### src/rtl/accum_pkg.sv
// ============================================================================
// Module      : accum_pkg
// Description : Shared types and widths for the accumulator control stage.
// Revision    : 1.0 - initial release
// ============================================================================
`default_nettype none

package accum_pkg;

    localparam int ACC_W  = 16;
    localparam int OPND_W = 8;

    typedef enum logic [1:0] {
        IDLE  = 2'd0,
        ACCUM = 2'd1,
        DONE  = 2'd2
    } accum_state_t;

endpackage : accum_pkg

`default_nettype wire

### src/rtl/accumulator_control.sv
// ============================================================================
// Module      : accumulator_control
// Description : Burst accumulator FSM and storage around an external Adder.
// Revision    : 1.0 - initial release
// ============================================================================
`default_nettype none

module accumulator_control
    import accum_pkg::*;
#(
    parameter int BURST_LEN = 4,
    parameter int CNT_W     = $clog2(BURST_LEN + 1)
) (
    input  logic              clk,
    input  logic              reset_n,
    input  logic              enable,
    input  logic              clear,
    input  logic              in_valid,
    output logic              in_ready,
    input  logic [OPND_W-1:0] in_data,
    output logic [OPND_W-1:0] adder_operand,
    output logic [ACC_W-1:0]  adder_current,
    input  logic [ACC_W-1:0]  adder_sum,
    output logic              out_valid,
    input  logic              out_ready,
    output logic [ACC_W-1:0]  out_sum,
    output logic [CNT_W-1:0]  out_count,
    output logic              out_overflow
);

    localparam logic [CNT_W-1:0] C_LAST = CNT_W'(BURST_LEN);

    accum_state_t      state_q, state_d;
    logic [ACC_W-1:0]  acc_q, acc_d;
    logic [CNT_W-1:0]  cnt_q, cnt_d;
    logic              ovf_q, ovf_d;
    logic [CNT_W-1:0]  cnt_inc;

    assign cnt_inc = cnt_q + CNT_W'(1);

    always_ff @(posedge clk or negedge reset_n) begin
        if (!reset_n) begin
            state_q <= IDLE;
            acc_q   <= '0;
            cnt_q   <= '0;
            ovf_q   <= 1'b0;
        end else begin
            state_q <= state_d;
            acc_q   <= acc_d;
            cnt_q   <= cnt_d;
            ovf_q   <= ovf_d;
        end
    end

    // Handshake outputs depend on state and clear only, never on in_valid/out_ready.
    always_comb begin
        state_d   = state_q;
        acc_d     = acc_q;
        cnt_d     = cnt_q;
        ovf_d     = ovf_q;
        in_ready  = 1'b0;
        out_valid = 1'b0;

        if (clear) begin
            state_d = IDLE;
            acc_d   = '0;
            cnt_d   = '0;
            ovf_d   = 1'b0;
        end else begin
            case (state_q)
                IDLE: begin
                    if (enable) begin
                        state_d = ACCUM;
                    end
                end
                ACCUM: begin
                    in_ready = 1'b1;
                    if (in_valid) begin
                        acc_d = adder_sum;
                        cnt_d = cnt_inc;
                        // A wrapped modulo-2^16 sum is always smaller than the old total.
                        ovf_d = ovf_q | (adder_sum < acc_q);
                        if (cnt_inc == C_LAST) begin
                            state_d = DONE;
                        end
                    end
                end
                DONE: begin
                    out_valid = 1'b1;
                    if (out_ready) begin
                        acc_d   = '0;
                        cnt_d   = '0;
                        ovf_d   = 1'b0;
                        state_d = enable ? ACCUM : IDLE;
                    end
                end
                default: begin
                    state_d = IDLE;
                end
            endcase
        end
    end

    assign adder_operand = in_data;
    assign adder_current = acc_q;
    assign out_sum       = acc_q;
    assign out_count     = cnt_q;
    assign out_overflow  = ovf_q;

endmodule : accumulator_control

`default_nettype wire

### config.mk
export PLATFORM = sky130hd
export DESIGN_NAME = accumulator_control
export DESIGN_NICKNAME = d
export VERILOG_FILES = /design/src/rtl/accum_pkg.sv /design/src/rtl/accumulator_control.sv
export SDC_FILE = /design/constraint.sdc
export NUM_CORES = 1
export LEC_CHECK = 0
export CAP_MARGIN = 20
export CORE_MARGIN = 8
export CORE_UTILIZATION = 37
export CTS_CLUSTER_SIZE = 20
export DETAILED_ROUTE_END_ITERATION = 16
export GPL_TIMING_DRIVEN = 0
export PLACE_DENSITY_LB_ADDON = 0.08
export SETUP_SLACK_MARGIN = 0.05
export SLEW_MARGIN = 20
export SYNTH_ARGS = -nofsm -noshare
export SYNTH_HDL_FRONTEND = slang
export SYNTH_SLANG_ARGS = --single-unit
export TNS_END_PERCENT = 30
### constraint.sdc
create_clock -name clk -period 1.8 [get_ports clk]
set_input_delay 0.18 -clock clk [delete_from_list [all_inputs] [get_ports clk]]
set_output_delay 0.18 -clock clk [all_outputs]
set_load 0.05 [all_outputs]
==> results of run 1 <==
[worst register-to-register path: cells and delay by family (launching register included)]
family | cells | cell delay [ps]
buffers and inverters | 1 | 40
flip-flops | 1 | 400
adder cells (fa/ha/maj) | 1 | 280
AO/OA/AOI/OAI | 2 | 300
AND/OR/NAND/NOR | 2 | 490
[kinds of logic (layout without fill, tap and decap cells)]
| kind of cell | Yosys count | after routing | share of synthesized area |
|---|---|---|---|
| xor gates and xnor gates | 1 | 1 | 0.005344 |
| DFF | 22 | 22 | 0.3359 |
| adders and majority gates | 17 | 17 | 0.1298 |
| AOI/OAI and AO/OA | 37 | 37 | 0.1855 |
| and+or+nand+nor | 59 | 59 | 0.1687 |
| buffers and inverters | 46 | 117 | 0.1748 |
[report_power, final]
| group | leakage, nW | switching (mW) | internal (mW) | total [mW] |
|---|---|---|---|---|
| Combinational | 0.796 | 0.516 | 0.325 | 0.841 |
| Clock | 0.0357 | 0.175 | 0.297 | 0.473 |
| Sequential | 0.273 | 0.0517 | 0.542 | 0.594 |
| Total | 1.10 | 0.743 | 1.16 | 1.91 |
[cells in the final DEF (no fill, tap or decap), types with 2 or more instances in the layout]
master           count
dfrtp_1             11
clkbuf_8             3
nor2b_4              2
dlygate4sd2_1        2
o21ai_0              7
inv_1               11
clkdlybuf4s50_1     50
dfrtp_2             11
nand3_1              2
nand2b_1             3
o21ai_2             12
buf_6                3
buf_2                2
nand4_1              2
o21a_1               2
ha_1                15
nand2_1             40
a21oi_1              6
ha_4                 2
a2111oi_4            2
nor2_1               4
buf_4               34
o21ai_1              2
inv_2                6
nor3_1               2
[through the flow]
stage	utilization	power (mW)	hold WS [ps]	TNS (ps)
CTS	0.5700	1.929	328.7	0
global route	0.5720	1.999	383.3	0
detailed placement	0.5599	1.466	488.7	-84.93
floorplan	-	1.174	-115.6	0
finish	0.5720	1.908	313.7	0
global placement	0.5599	1.455	492.2	-91.33
[path summary, 6_finish.rpt]
check	start	to	slack (ps)	cells after the start
max	adder_current[15]	out_sum[15]	60	2
min	clear	state_q[1]	310	2
max reg2reg	adder_current[13]	out_overflow	180	6
min reg2reg	out_overflow	out_overflow	520	2
max in group asynchronous	reset_n	adder_current[12]	1000	2
min in group asynchronous	reset_n	state_q[0]	430	2
[Yosys cell counts (2+ instances only)]
cell type / number
nand2_1: 40
buf_4: 24
dfrtp_1: 22
ha_1: 17
inv_1: 17
o21ai_2: 12
o21ai_0: 7
a21oi_1: 6
nor2_1: 4
buf_6: 3
nand2b_1: 3
nand3_1: 2
nand4_1: 2
nor2b_4: 2
nor3_1: 2
o21a_1: 2
o21ai_1: 2
[layer usage]
metal | part of all wire | vias up | wire length (um)
met5 | 0 | - | 0
met4 | 0.0084 | 0 | 35
met3 | 0.092 | 4 | 382
met2 | 0.47 | 56 | 1973
met1 | 0.43 | 648 | 1777
li1 | - | 724 | -
[final cells by class]
| class | instances | area, um2 | area share |
|---|---|---|---|
| clock buffers | 3 | 41.29 | 0.01669 |
| repair buffers | 67 | 641.9 | 0.2595 |
| well taps | 52 | 65.06 | 0.02630 |
| inverters | 17 | 63.81 | 0.02580 |
| clock inverters | 1 | 30.03 | 0.01214 |
| multi-input cells | 114 | 844.6 | 0.3414 |
| plain buffers | 29 | 222.7 | 0.09004 |
| flip-flops and latches | 22 | 564.3 | 0.2281 |
[state kept, by name, summed over array words and instances (netlist names)]
signal         flops
out_count          3
state_q            2
adder_current     16
out_overflow       1
[what timing repair did]
action | 4_1_cts | 5_1_grt
hold endpoints to repair | 0 | 22
setup endpoints to repair | 14 | 6
hold buffers | 0 | 1
resized for setup | 16 | 2
==> results.txt, run 1 <==
----------------------------------------------------
[Outcome]
  Run status ... complete, no violations

[Finish]
  Antenna Diode Count ... 0
  Post-layout instance area ... 0.002474 mm2
  Nets ... 301
  Area added between synthesis and finish ... 50.92%
  Non-filler cells, final ... 305
  Number of filler instances in the final layout ... 428
  Share of final-layout standard cells stronger than drive strength 1 ... 0.3281

[STA]
  Worst-case setup margin in the final layout ... approximately 65 ps
  Measured slew at the worst slew-check pin ... 531.4 ps
  Max-slew violations ... 0
  Final critical-path share of the clock period ... 0.9640
  Post-Route Skew ... 5.468 ps
  Time the final worst path needs with I/O delays and setup ... 1735 ps
  Worst rel slew slack ... 0.6457
  Hold violation count in the final report ... 0
  FMAX ... 0.5763 GHz
  Final setup vio count ... 0
  Setup repair after global routing missed its margin ... true

[Routing]
  Iteration-0 DRC Markers ... 45
  Post-Route WL ... between 4 and 5 mm
  Average wire per cell in the routed design ... 13.67 um
  Number of iterations in the first detailed-routing pass ... 4
  Post-route DRC ... 0
  Via-per-instance ratio ... 4.695
  ANT nets after route ... 0
  Number of vias after detailed routing ... around 1400

[GRT]
  Met1 capacity usage during global routing ... 0.1489
  Largest net degree at the start of global routing ... 23
  Global-route usage over all layers ... 0.1262
  Layer with the highest usage after global routing ... met2
  Number of global-route vias before repair ... 1528
  First-pass GRT wire length ... about 6.9 mm
  Initial antenna violation count ... 0
  Leftover overflow at the end of global routing ... 0
  Global routing met2 resource utilization ... 0.2200
  Met3 capacity usage during global routing ... 0.03571

[Clock network]
  Clock-pin slew reported for the worst setup and hold paths after clock tree synthesis ... approximately 90 ps
  Post-CTS repair timing setup buffer count ... 0
  Sinks on Clock Net ... 22
  Clk_lat worst skew ... 270 ps
  Inserted Clock Buffers ... 3
  # H-tree levels ... 1
  Root Buffer ... clkbuf_8
  CTS tree ... built
  Clock Path Buffers ... 2

[Synth]
  Syn_nets ... 229
  Sequential fraction of the synthesis area ... 0.3359
  Number of synthesized flops with an enable pin ... 0
  Number of instances in the synthesized netlist ... 182
  Post-synthesis cell type count ... 32
  Yosys synthesis warning count ... 0
  Fraction of registers with async set/reset ... 1.000
  Post-synth top flop ... dfrtp_1
  Top cell type's share of synthesized area ... 0.3359
  Cell type contributing the most total cell area after synthesis ... dfrtp_1
  Post-synthesis area per instance ... between 9 and 10 um2
  Top area cells in the synthesized netlist ... dfrtp_1 34%, ha_1 13%, buf_4 11%, nand2_1 9.2%, o21ai_2 6.4%
  Cell area after synthesis ... 0.001639 mm2
  Flip-flop and latch count after synthesis ... 22

[Hold path]
  Tightest Hold Check Type ... in2reg

[Floorplan]
  Top-level port count ... 76
  Overall die height ... between 80 and 90 um
  Initial Utilization ... 0.3791
  Horizontal extent of the die ... 82.56 um
  Die footprint ... 0.006815 mm2
  Area inside the core boundary ... 0.004324 mm2
  Count of standard-cell rows ... 24

[Worst setup path]
  Worst-path cell with the longest stage delay ... clkdlybuf4s50_1
  Kind of cell adding the most delay to the critical path ... buffers and inverters
  Start-to-end type of the worst setup path ... reg2out
  Critical path's largest stage delay ... 780 ps
  Critical path fanouts, max ... 4
  Critical Path AT ... ~1600 ps
  Number of buffer and inverter instances along the worst setup path ... 2
  Cell chain of the critical path ... buf_4, clkdlybuf4s50_1
  Data required time of the critical path ... 1620 ps
  Critical Path Sink Type ... output pin
  Element type at the critical path start ... flop

[Placement]
  Cells after DPL ... 300
  Gpl congestion ... 0.7168
  Port bufs ... 66
  Pre-CTS setup slack ... -57.58 ps
  Total placed instance area ... 0.002421 mm2
  HPWL Detailed ... around 3.4 mm

[Power]
  Leakage dissipation ... 1.104 nW
  Power per cell area ... 771.3 mW/mm2
  IR drop worst, VDD ... between 300 and 400 uV

[Job]
  Max-Cap Viols ... 0

----------------------------------------------------
No activity file was read; power rests on OpenSTA's default activity.
==> run 2: changes to the inputs <==
Settings changed: RECOVER_POWER from default to 25.
==> run 2 against run 1 <==
Effect of this change:
- clock power barely moved
- critical endpoint unchanged
- core utilization barely moved
- clock skew did not move
- largest power group unchanged
- setup slack did not move
- sequential cell count did not move
- die area did not move
- non-clock buffer count did not move
- critical path depth did not move
- count of clock-buffer cells in the layout did not move
- hold slack did not move
- final area barely moved
==> results.txt, run 2 (synthesis results as in run 1) <==
----------------------------------------------------
[Placement]
  Cells after DPL ... 300 (unchanged)
  Pre-CTS setup slack ... -57.58 ps (unchanged)
  Port bufs ... 66 (unchanged)
  Gpl congestion ... 0.7168 (unchanged)
  HPWL Detailed ... 3.367 mm (unchanged)

[Power]
  Internal Pwr Total ... 1.164 mW (about the same)
  Total design power ... 1.908 mW (about the same)
  Leakage dissipation ... 1.102 nW (-0.25%)
  Fraction of power consumed by sequential logic ... 0.311 (about the same)
  Power per cell area ... 771.6 mW/mm2 (about the same)
  Switching component of the power ... 743.1 uW (about the same)
  Share of power burned in combinational logic ... 0.441 (about the same)
  IR drop worst, VDD ... 343.8 uV (about the same)
  Switching Fraction ... 0.3896 (about the same)
  Share of power burned in the clock network ... 0.248 (about the same)

[Worst setup path]
  R2r endpoint ... out_overflow
  Critical path fanouts, max ... 4 (unchanged)
  Start-to-end type of the worst setup path ... reg2out
  Critical Path Sink Type ... output pin
  Flop-to-flop setup slack ... 180 ps (about the same)
  R2R depth ... 6 (unchanged)
  Data required time of the critical path ... 1620 ps (about the same)
  Element type at the critical path start ... flop
  Worst reg2reg startpoint ... adder_current[13]
  Critical Path AT ... 1560 ps (about the same)

[STA]
  Hold violation count in the final report ... 0 (unchanged)
  FMAX ... 0.5763 GHz (unchanged)
  Worst rel slew slack ... 0.1700 (-0.4757)
  Measured slew at the worst slew-check pin ... 1245 ps (+713.5 ps)
  Worst-case setup margin in the final layout ... 64.89 ps (unchanged)
  Max-slew violations ... 0 (unchanged)
  Worst hold slack ... 313.7 ps (unchanged)
  Post-Route Skew ... 5.468 ps (unchanged)
  Final setup vio count ... 0 (unchanged)
  Final-layout setup total negative slack ... 0 ps (unchanged)
  Final critical-path share of the clock period ... 0.9640 (unchanged)
  Setup repair after global routing missed its margin ... true
  Time the final worst path needs with I/O delays and setup ... 1735 ps (unchanged)

[GRT]
  Largest net degree at the start of global routing ... 23 (unchanged)
  Number of global-route vias before repair ... 1528 (unchanged)
  Global-route usage over all layers ... 0.1262 (unchanged)
  Initial antenna violation count ... 0 (unchanged)
  First-pass GRT wire length ... 6.865 mm (unchanged)
  Leftover overflow at the end of global routing ... 0 (unchanged)

[Clock network]
  Clock Path Buffers ... 2 (unchanged)
  Post-CTS repair timing setup buffer count ... 0 (unchanged)
  CTS tree ... built
  Clock-pin slew reported for the worst setup and hold paths after clock tree synthesis ... 90 ps (about the same)
  Sinks on Clock Net ... 22 (unchanged)
  # H-tree levels ... 1 (unchanged)
  Root Buffer ... clkbuf_8
  Inserted Clock Buffers ... 3 (unchanged)
  Clk_lat worst skew ... 270 ps (about the same)

[Routing]
  Average wire per cell in the routed design ... 13.67 um (unchanged)
  Post-route DRC ... 0 (unchanged)
  Number of vias after detailed routing ... 1431 (-0.070%)
  Number of iterations in the first detailed-routing pass ... 4 (unchanged)
  ANT nets after route ... 0 (unchanged)
  Via-per-instance ratio ... 4.692 (about the same)
  Post-Route WL ... 4.169 mm (unchanged)
  Iteration-0 DRC Markers ... 45 (unchanged)

[Finish]
  Nets ... 301 (unchanged)
  Most frequent standard cell in the layout excluding fill and tap cells ... clkdlybuf4s50_1
  Share of final-layout standard cells stronger than drive strength 1 ... 0.3241 (-0.003953)
  Non-filler cells, final ... 305 (unchanged)
  Max reg flops ... 16 (unchanged)
  Antenna Diode Count ... 0 (unchanged)
  Area added between synthesis and finish ... 50.84% (about the same)
  Commonest cells after routing, fill and taps aside ... 50 x clkdlybuf4s50_1, 40 x nand2_1, 34 x buf_4

[Floorplan]
  Initial Utilization ... 0.3791 (unchanged)
  Count of standard-cell rows ... 24 (unchanged)
  Area inside the core boundary ... 0.004324 mm2 (unchanged)
  Horizontal extent of the die ... 82.56 um (unchanged)
  Top-level port count ... 76 (unchanged)
  Overall die height ... 82.56 um (unchanged)
  Die footprint ... 0.006815 mm2 (unchanged)

[Hold path]
  Tightest Hold Check Type ... in2reg
  Worst min-delay path endpoint ... state_q[1]
  Hold path start ... clear
  Hold path depth ... 2 (unchanged)

[Outcome]
  Run status ... complete, no violations

[Job]
  Max-Cap Viols ... 0 (unchanged)

----------------------------------------------------
[run 2: cell types whose count changed in the layout (fill, tap and decap cells not counted), sizes merged]
cell	before	now
buf	39	38
clkbuf	4	5
[run 2: layout make-up]
type,count,area [um2]
Fill cell,428,1852
Multi-Input combinational cell,114,844.6
Clock inverter,1,30.03
Clock buffer,3,41.29
Timing Repair Buffer,67,640.6
Inverter,17,63.81
Buffer,29,222.7
Tap cell,52,65.06
Sequential cell,22,564.3
[run 2: critical path: stages (launching register included)]
cell and delay, ps:
dfrtp_2 400, buf_4 110, clkdlybuf4s50_1 780
[run 2: how the worst max path moves through the flow]
stage / startpoint / endpoint / slack (ps) / cells after the start
2_1_floorplan: state_q[0] / in_ready / 60 / 2
3_3_place_gp: adder_sum[14] / out_overflow / -70 / 6
3_5_place_dp: adder_sum[15] / out_overflow / -60 / 6
4_1_cts: adder_current[15] / out_sum[15] / 50 / 2
5_1_grt: adder_current[15] / out_sum[15] / 10 / 2
6_report: adder_current[15] / out_sum[15] / 60 / 2
[run 2: per-layer routing]
metal  vias up  share of wire  GRT usage
met5         -              0          0
met4         0         0.0084    0.03103
met3         4          0.092    0.03571
met2        56           0.47     0.2200
met1       648           0.43     0.1489
li1        723              -          -
[run 2: power groups by stage]
stage	combinational, mW	clock, mW	sequential [mW]
2_1_floorplan	0.427	0	0.747
3_3_place_gp	0.853	0	0.603
3_5_place_dp	0.861	0	0.605
4_1_cts	0.852	0.482	0.595
5_1_grt	0.898	0.496	0.604
6_report	0.841	0.473	0.594
[run 2: through the flow]
step,utilization,area [um2]
detailed placement,0.5599,2421
floorplan,-,1695
global route,0.5718,2472
CTS,0.5700,2465
global placement,0.5599,2421
finish,0.5718,2472
[run 2: what timing repair did]
item | in CTS | in global routing
endpoints found under the setup margin | 14 | 6
endpoints found under the hold margin | 0 | 22
hold buffers | 0 | 1
gates resized for setup | 16 | 2
==> run 3: changes to the inputs <==
Settings changed: CORE_UTILIZATION 37 to 25, RECOVER_POWER 25 to default.
==> run 3 against run 2 <==
Effect of this change:
- global-route usage shrank 2.9 points
- final cell count grew 8.2%
- clock skew shrank 4.0 ps
- core utilization shrank 18 points
- die area grew 38%
- count of clock-buffer cells in the layout grew 1
- register-to-register slack lost 30 ps
- hold slack gained 21 ps
- setup slack gained 14 ps
- maximum frequency grew 0.80%
- power shrank 5.6%
- non-clock buffer count is the same
- largest power group unchanged
==> results.txt, run 3 (synthesis results as in run 1) <==
----------------------------------------------------
[Worst setup path]
  Cell chain of the critical path ... buf_4, clkdlybuf4s50_1
  Element type at the critical path start ... flop
  Start-to-end type of the worst setup path ... reg2out
  Kind of cell adding the most delay to the critical path ... buffers and inverters
  Data required time of the critical path ... 1620 ps (about the same)
  Critical path's largest stage delay ... 790 ps (about the same)
  Worst-path cell with the longest stage delay ... clkdlybuf4s50_1
  Critical Path Sink Type ... output pin
  Number of buffer and inverter instances along the worst setup path ... 2 (unchanged)
  Critical Path AT ... 1540 ps (-20 ps)
  Critical path fanouts, max ... 4 (unchanged)

[Finish]
  Non-filler cells, final ... 330 (+8.2%)
  Commonest cells after routing, fill and taps aside ... 48 x clkdlybuf4s50_1, 40 x nand2_1, 35 x buf_4
  Max reg flops ... 16 (unchanged)
  Share of final-layout standard cells stronger than drive strength 1 ... 0.3360 (+0.01186)
  Nets ... 301 (unchanged)
  Antenna Diode Count ... 0 (unchanged)
  Most frequent standard cell in the layout excluding fill and tap cells ... clkdlybuf4s50_1
  Area added between synthesis and finish ... 51.53%
  Fin util ... 0.3911 (-0.1806)

[Clock network]
  Clock-pin slew reported for the worst setup and hold paths after clock tree synthesis ... 80 ps (about the same)
  Root Buffer ... clkbuf_8
  Inserted Clock Buffers ... 3 (unchanged)
  Clk_lat worst skew ... 260 ps (about the same)
  CTS tree ... built
  Sinks on Clock Net ... 22 (unchanged)
  # H-tree levels ... 1 (unchanged)
  Post-CTS repair timing setup buffer count ... 0 (unchanged)
  Clock Path Buffers ... 2 (unchanged)

[Power]
  Power per cell area ... 724.8 mW/mm2 (-6.1%)
  Leakage dissipation ... 1.113 nW (+1.1%)
  IR drop worst, VDD ... 294.0 uV (-14%)

[GRT]
  Number of global-route vias before repair ... 1542 (+0.92%)
  First-pass GRT wire length ... 7.707 mm (+12%)
  Global-route usage over all layers ... 0.09751 (-0.02872)
  Largest net degree at the start of global routing ... 23 (unchanged)
  Leftover overflow at the end of global routing ... 0 (unchanged)
  Initial antenna violation count ... 0 (unchanged)

[STA]
  Final setup vio count ... 0 (unchanged)
  Worst hold slack ... 334.6 ps (+20.87 ps)
  Max-slew violations ... 0 (unchanged)
  Measured slew at the worst slew-check pin ... 582.2 ps (-662.8 ps)
  Time the final worst path needs with I/O delays and setup ... 1721 ps (-13.70 ps)
  Final critical-path share of the clock period ... 0.9563 (-0.007612)
  Hold violation count in the final report ... 0 (unchanged)
  Worst rel slew slack ... 0.6119 (+0.4418)
  Setup repair after global routing missed its margin ... true
  Post-Route Skew ... 1.448 ps (-4.021 ps)
  FMAX ... 0.5809 GHz (+0.80%)

[Floorplan]
  Overall die height ... 96.97 um (+17%)
  Horizontal extent of the die ... 96.97 um (+17%)
  Count of standard-cell rows ... 29 (+21%)
  Area inside the core boundary ... 0.006350 mm2 (+47%)
  Initial Utilization ... 0.2581 (-0.1209)
  Top-level port count ... 76 (unchanged)
  Die footprint ... 0.009403 mm2 (+38%)

[Job]
  Max-Cap Viols ... 0 (unchanged)

[Routing]
  Number of vias after detailed routing ... 1376 (-3.8%)
  Iteration-0 DRC Markers ... 20 (-56%)
  ANT nets after route ... 0 (unchanged)
  Average wire per cell in the routed design ... 13.54 um (-0.97%)
  Post-route DRC ... 0 (unchanged)
  Post-Route WL ... 4.467 mm (+7.1%)
  Number of iterations in the first detailed-routing pass ... 4 (unchanged)
  Via-per-instance ratio ... 4.170 (-11%)

[Hold path]
  Tightest Hold Check Type ... in2reg

[Placement]
  HPWL Detailed ... 3.520 mm (+4.5%)
  Cells after DPL ... 325 (+8.3%)
  Gpl congestion ... 0.7011 (-2.2%)
  Port bufs ... 66 (unchanged)

[Outcome]
  Run status ... complete, no violations

----------------------------------------------------
==> run 3: changes by cell type in the layout (fill, tap and decap cells not counted) <==
| cell | previous run | this run |
|---|---|---|
| clkbuf_8 | 3 | 4 |
| buf_4 | 34 | 35 |
| clkdlybuf4s15_1 | 1 | 0 |
| buf_2 | 1 | 2 |
| clkdlybuf4s50_1 | 50 | 48 |
| clkbuf_1 | 2 | 1 |
| dlymetal6s2s_1 | 1 | 2 |
| clkbuf_2 | 0 | 1 |
| bufinv_16 | 1 | 0 |
==> run 3: where the power goes <==
group / internal (mW) / total (mW) / switching, mW
sequential: 0.542 / 0.594 / 0.0520
combinational: 0.323 / 0.840 / 0.517
clock: 0.195 / 0.366 / 0.171
==> run 3: repair_timing <==
item / in CTS / in global routing
hold buffers: 0 / 1
gates resized for setup: 17 / 5
cloned: 0 / 0
endpoints found under the hold margin: 0 / 22
setup endpoints to repair: 15 / 11
==> run 3: final timing paths <==
| kind | endpoint | depth (start not counted) | slack, ps | from |
|---|---|---|---|---|
| max | out_sum[5] | 2 | 80 | adder_current[5] |
| min | state_q[1] | 2 | 330 | clear |
| max reg2reg | out_overflow | 6 | 150 | adder_current[13] |
| min reg2reg | out_overflow | 2 | 500 | out_overflow |
| max in group asynchronous | adder_current[11] | 2 | 1000 | reset_n |
| min in group asynchronous | adder_current[3] | 2 | 430 | reset_n |
==> run 3: per-stage QoR <==
step / area, um2 / TNS, ps / power (mW) / setup slack, ps
final: 2484 / 0 / 1.800 / 78.59
after global routing: 2484 / 0 / 1.929 / 3.032
after CTS: 2477 / 0 / 1.836 / 53.69
after detailed placement: 2452 / -114.9 / 1.467 / -101.1
after global placement: 2452 / -118.6 / 1.467 / -89.80
after floorplan: 1695 / 0 / 1.174 / 57.53
==> run 3: cell type report <==
cell class	instances	area (um2)
Buffer	29	222.7
Clock buffer	4	55.05
Fill cell	645	3866
Inverter	17	63.81
Multi-Input combinational cell	114	844.6
Sequential cell	22	564.3
Tap cell	77	96.34
Timing Repair Buffer	67	636.9
==> run 3: worst register-to-register path, delay by kind of cell (launching register included) <==
family / cells / cell delay [ps]
and+or+nand+nor: 2 / 500
buffers and inverters: 1 / 40
DFF: 1 / 400
adders and majority gates: 1 / 280
AOI/OAI and AO/OA: 2 / 320
==> run 3: layer usage <==
layer,routed length [um],global-route usage,vias to the layer above
li1,-,-,724
met4,42,0.02485,0
met5,0,0,-
met2,1894,0.1469,51
met3,331,0.03414,5
met1,2199,0.1283,596
